==> config.mk <==
export PLATFORM = sky130hd
export DESIGN_NAME = diff_freq_serial_out_unit
export DESIGN_NICKNAME = d
export VERILOG_FILES = /design/src/rtl/diff_freq_serial_out_unit.sv
export SDC_FILE = /design/constraint.sdc
export NUM_CORES = 1
export LEC_CHECK = 0
export ABC_AREA = 1
export BUFFER_PORTS_ARGS = -buffer_cell sky130_fd_sc_hd__buf_2
export CAP_MARGIN = 0
export CORE_UTILIZATION = 38
export DETAILED_ROUTE_END_ITERATION = 12
export SLEW_MARGIN = 30
export SYNTH_ARGS = -nofsm -noshare
export SYNTH_HDL_FRONTEND = slang
export SYNTH_SLANG_ARGS = --single-unit
==> constraint.sdc <==
create_clock -name clk -period 4.2 [get_ports clk]
set_input_delay 0.84 -clock clk [delete_from_list [all_inputs] [get_ports clk]]
set_output_delay 0.84 -clock clk [all_outputs]
set_load 0.02 [all_outputs]
==> src/rtl/diff_freq_serial_out_unit.sv <==
// Two-channel serial pattern generator fed by a UART byte stream.
// Packets of PACK_NUM bytes select a channel and start/stop its pattern.
module diff_freq_serial_out_unit #(
  parameter int       DATA_BIT   = 8,
  parameter int       PACK_NUM   = 3,
  parameter int       LOW_DIV    = 20,
  parameter int       HIGH_DIV   = 10,
  parameter logic     IDLE_LEVEL = 1'b0
) (
  input  logic                clk,
  input  logic                rst_n,
  input  logic [DATA_BIT-1:0] i_data,
  input  logic                i_rx_done_tick,
  output logic                o_serial_out0,
  output logic                o_serial_out1,
  output logic                o_bit_tick,
  output logic                o_done_tick
);

  localparam int MAXDIV = (LOW_DIV > HIGH_DIV) ? LOW_DIV : HIGH_DIV;
  localparam int CW = $clog2(MAXDIV);
  localparam int IW = $clog2(DATA_BIT);
  localparam int BW = (PACK_NUM > 1) ? $clog2(PACK_NUM) : 1;

  typedef enum logic {IDLE, RUN} ch_state_t;

  logic [DATA_BIT-1:0] slot [PACK_NUM];
  logic [BW-1:0]       byte_cnt;
  logic                cmd_valid;

  logic [DATA_BIT-1:0] ctrl;
  logic                cmd_start;
  logic                cmd_stop;
  logic                cmd_mode;
  logic [3:0]          cmd_chan;
  logic                unused_ctrl;

  ch_state_t           st     [2];
  ch_state_t           st_n   [2];
  logic [IW-1:0]       idx    [2];
  logic [IW-1:0]       idx_n  [2];
  logic [CW-1:0]       cnt    [2];
  logic [CW-1:0]       cnt_n  [2];
  logic [DATA_BIT-1:0] opat   [2];
  logic [DATA_BIT-1:0] opat_n [2];
  logic [DATA_BIT-1:0] fpat   [2];
  logic [DATA_BIT-1:0] fpat_n [2];
  logic [1:0]          mode_r;
  logic [1:0]          mode_n;
  logic [1:0]          ser;
  logic [1:0]          ser_n;
  logic [1:0]          btk;
  logic [1:0]          btk_n;
  logic [1:0]          dtk;
  logic [1:0]          dtk_n;

  // Cycle count of the last cycle of a bit at the given speed.
  function automatic logic [CW-1:0] last_cnt(input logic f);
    last_cnt = f ? CW'(HIGH_DIV - 1) : CW'(LOW_DIV - 1);
  endfunction

  assign ctrl        = slot[PACK_NUM-1];
  assign cmd_start   = ctrl[0];
  assign cmd_stop    = ctrl[1];
  assign cmd_mode    = ctrl[2];
  assign cmd_chan    = ctrl[6:3];
  assign unused_ctrl = ^ctrl[DATA_BIT-1:7];

  // Collect bytes into slots; flag a complete packet one cycle later.
  always_ff @(posedge clk) begin
    if (rst_n) begin
      byte_cnt  <= '0;
      cmd_valid <= 1'b0;
      for (int i = 0; i < PACK_NUM; i++) slot[i] <= '0;
    end else begin
      cmd_valid <= 1'b0;
      if (i_rx_done_tick) begin
        slot[byte_cnt] <= i_data;
        if (byte_cnt == BW'(PACK_NUM - 1)) begin
          byte_cnt  <= '0;
          cmd_valid <= 1'b1;
        end else begin
          byte_cnt <= byte_cnt + BW'(1);
        end
      end
    end
  end

  // Per-channel next state: advance the running pattern, then apply commands.
  always_comb begin
    for (int c = 0; c < 2; c++) begin
      st_n[c]   = st[c];
      idx_n[c]  = idx[c];
      cnt_n[c]  = cnt[c];
      opat_n[c] = opat[c];
      fpat_n[c] = fpat[c];
      mode_n[c] = mode_r[c];
      if (st[c] == RUN) begin
        if (cnt[c] == last_cnt(fpat[c][idx[c]])) begin
          cnt_n[c] = '0;
          if (idx[c] == IW'(DATA_BIT - 1)) begin
            idx_n[c] = '0;
            if (!mode_r[c]) st_n[c] = IDLE;
          end else begin
            idx_n[c] = idx[c] + IW'(1);
          end
        end else begin
          cnt_n[c] = cnt[c] + CW'(1);
        end
      end
      if (cmd_valid && cmd_chan == 4'(c)) begin
        if (cmd_stop) begin
          st_n[c] = IDLE;
        end else if (cmd_start) begin
          st_n[c]   = RUN;
          idx_n[c]  = '0;
          cnt_n[c]  = '0;
          opat_n[c] = slot[0];
          fpat_n[c] = slot[1];
          mode_n[c] = cmd_mode;
        end
      end
      ser_n[c] = (st_n[c] == RUN) ? opat_n[c][idx_n[c]] : IDLE_LEVEL;
      btk_n[c] = (st_n[c] == RUN) &&
                 (cnt_n[c] == last_cnt(fpat_n[c][idx_n[c]]));
      dtk_n[c] = btk_n[c] && (idx_n[c] == IW'(DATA_BIT - 1));
    end
  end

  // Channel state and registered outputs.
  always_ff @(posedge clk) begin
    if (rst_n) begin
      for (int c = 0; c < 2; c++) begin
        st[c]   <= IDLE;
        idx[c]  <= '0;
        cnt[c]  <= '0;
        opat[c] <= '0;
        fpat[c] <= '0;
      end
      mode_r <= '0;
      ser    <= {2{IDLE_LEVEL}};
      btk    <= '0;
      dtk    <= '0;
    end else begin
      for (int c = 0; c < 2; c++) begin
        st[c]   <= st_n[c];
        idx[c]  <= idx_n[c];
        cnt[c]  <= cnt_n[c];
        opat[c] <= opat_n[c];
        fpat[c] <= fpat_n[c];
      end
      mode_r <= mode_n;
      ser    <= ser_n;
      btk    <= btk_n;
      dtk    <= dtk_n;
    end
  end

  assign o_serial_out0 = ser[0];
  assign o_serial_out1 = ser[1];
  assign o_bit_tick    = |btk;
  assign o_done_tick   = |dtk;

endmodule

==> run metrics <==
peak supply drop=196 uV; global-route usage over all layers=17.5%; die outline width=107 um; Synthesized Nets=543; Avg Cell Area, Syn=7.96 um^2; final antenna diode count=0; Cells after Synth=526; first-iteration detailed-routing DRC count=137; final routed wirelength across all metal layers=9220 um; Top Family by Delay on Critical Path=simple AND/OR/NAND/NOR gates; clk_skew=17.9 ps; post-cts sizing count=0; power per cell area=323 nW/um^2; buffers added on ports=14; Worst Setup Path Type=register to register; Slowest Stage Delay on Critical Path=540 ps; share of Yosys cell area claimed by the top area cell type=29.2%; half-perimeter wire length after placement=7030 um; total count of hold-check failures in the final report=0; initial cell density of the core=39.9%; worst hold path type=register to register; Relative slew margins=42.9%; number of placed instances, taps included=664; setup violators final=0; clock-pin slew of the registers on the worst-case setup and hold paths=90 ps; total net switching power=0.000389 W; dpl cell area=4390 um^2; most numerous cell in the Yosys netlist=sky130_fd_sc_hd__nand2_1; relative contribution of the clock network to total power=39.4%; clock buffer depth=2; most used cell, CP=sky130_fd_sc_hd__nand2_1; count of filler cells inserted in the layout=1066; Synth Warn #=0; Slew Viols, Final=0; highest-delay cell along the critical path=sky130_fd_sc_hd__nand2_1; Final Instance Area=4590 um^2; post-synth design cell area=4190 um^2; drt via density=4.87; clock tree from TritonCTS=done; final layout net count=556; count of clock tree sinks=84; Die Footprint=11400 um^2; Distinct cells, synth=38; Combinational Power Share=2.6%; pin count of the biggest net entering global routing=29; fmax=378 MHz; DRC viols=0; antenna violations before repair=0; proportion of power drawn by flip-flops and latches=58.0%; Std-Cell Core Area=10500 um^2; y dimension of the die=107 um; slew at the pin closest to its max-slew limit=855 ps; Inserted Clock Buffers=9; residual overflow from global routing=0; arrival time of data at the critical path endpoint=2940 ps; hold path cells=2; setup repair after global routing missed its margin=false; cell taking the most area after synthesis=sky130_fd_sc_hd__dfxtp_1; router iterations before antenna repair=4; worst-path cell chain=nor2_1, inv_1, nor4_1, nand2_1, buf_4, nand3_4, nand2_1, nand3_1, nand3_2, nand3_1, nand2_1, inv_1, nand2_1, nor2_1; Switching Fraction=26.2%; max-cap viol count=0; synthesis-to-finish area growth=9.53%; number of enable flip-flop cells after synthesis=23; required time reported for the critical path endpoint=4500 ps; first-pass GRT wire length=15500 um; Util after Layout=43.7%; fraction of the yosys area taken by sequential cells=45.6%; most numerous cell types in the synthesized netlist=91 x sky130_fd_sc_hd__nand2_1, 90 x sky130_fd_sc_hd__nor2_1, 77 x sky130_fd_sc_hd__inv_1; count of buffers added by post-CTS timing repair for setup=0; Routability Congestion=0.826; reported leakage power=2.32 nW; Ports=15; number of global-route vias before repair=3223; Worst Hold Margin=494 ps; depth of the critical timing path with buffers and inverters included=14; peak fanout along the critical path=24; total buffers and inverters traversed by the critical path=3; status=completed; later-pin clock latency in the skew report=370 ps; proportion of layout cells with a drive suffix above 1=14.2%; ranking of synthesized cells by area=sky130_fd_sc_hd__dfxtp_1 29%, sky130_fd_sc_hd__edfxtp_1 16%, sky130_fd_sc_hd__nand2_1 8.2%; CTS Root Buffer Type=sky130_fd_sc_hd__clkbuf_8; number of cell rows=37; number of H-tree levels=3; Setup Total Neg Slack=0 ps; count of non-filler cells in the finished layout=680; average detailed-routed wire length per instance=13.6 um; asr flop ratio synth=0%; cts-stage hold buffer count=0; remaining antenna violation count=0; Seq cells post-synth=84; crit path launch type=register; cell internal pwr=0.00109 W; reg2reg path depth=14; via count of the routed design=3310; top_reg_cell synth=sky130_fd_sc_hd__dfxtp_1; final cycle utilization of the critical path=63.0%; critical path endpoint category=register; clock period minus final worst setup slack=2650 ps
## cell families after synthesis
| group | Yosys count | share of synthesized area (%) |
|---|---|---|
| AOI/OAI and AO/OA | 41 | 5.82 |
| adders and majority gates | 6 | 1.79 |
| buffers and inverters | 97 | 8.93 |
| DFF | 84 | 45.6 |
| muxes | 17 | 4.06 |
| and+or+nand+nor | 281 | 33.8 |
## stage by stage
| stage | total power [W] | worst slack (ps) |
|---|---|---|
| global placement | 0.000916 | 1520 |
| floorplan | 0.000895 | 2190 |
| CTS | 0.00149 | 1550 |
| detailed placement | 0.000918 | 1580 |
| global route | 0.00153 | 1180 |
| finish | 0.00148 | 1550 |
## cell type report
| cell class | count | area [um^2] | share of cell area, % |
|---|---|---|---|
| clock buffers | 9 | 124 | 2.70 |
| clock inverters | 7 | 78.8 | 1.72 |
| inverters | 82 | 308 | 6.71 |
| multi-input cells | 345 | 1900 | 41.5 |
| flip-flops and latches | 84 | 1910 | 41.7 |
| well taps | 136 | 170 | 3.71 |
| repair buffers | 17 | 92.6 | 2.02 |
## worst min-delay path: stages, from the launching register on
cell                      delay (ps)
sky130_fd_sc_hd__dfxtp_1         320
sky130_fd_sc_hd__nor2_1           90
sky130_fd_sc_hd__nor2_1           50
## registers in the layout, summed over array words and instances, names as in the netlist
signal	count
opat	16
idx	6
mode_r	2
btk	2
fpat	16
byte_cnt	2
slot	23
cnt	10
st	2
cmd_valid	1
ser	2
dtk	2
## path summary, 6_finish.rpt
| check | from | endpoint | slack (ps) |
|---|---|---|---|
| setup reg to reg | slot[2][6] | btk[0] | 1550 |
| setup / recovery | slot[2][6] | btk[0] | 1550 |
| hold reg to reg | mode_r[0] | mode_r[0] | 490 |
| hold / removal | mode_r[0] | mode_r[0] | 490 |
## power groups by stage
| stage | Clock (W) | Combinational (W) | Sequential [W] |
|---|---|---|---|
| 3_3_place_gp | 0 | 0.0000374 | 0.000879 |
| 5_1_grt | 0.000625 | 0.0000433 | 0.000862 |
| 4_1_cts | 0.000596 | 0.0000387 | 0.000861 |
| 2_1_floorplan | 0 | 0.0000247 | 0.000870 |
| 3_5_place_dp | 0 | 0.0000387 | 0.000879 |
| 6_report | 0.000585 | 0.0000385 | 0.000860 |
## layout by cell type, fill, tap and decap left out, drive strengths merged, types with 8 or more instances in the layout
| cell type | count |
|---|---|
| nand4 | 16 |
| dfxtp | 61 |
| mux2i | 17 |
| inv | 86 |
| clkbuf | 9 |
| nand3 | 51 |
| nand2 | 100 |
| edfxtp | 23 |
| buf | 17 |
| o21ai | 24 |
| nor2 | 94 |
| a21oi | 8 |
## metal layers
metal	GRT usage [%]	vias to the layer above	part of all wire, %
met1	23.4	1522	49
met2	28.9	55	46
met5	0	-	0
met3	3.22	11	3.1
met4	5.28	0	1.4
li1	-	1722	-
No activity file was read; power rests on OpenSTA's default activity.
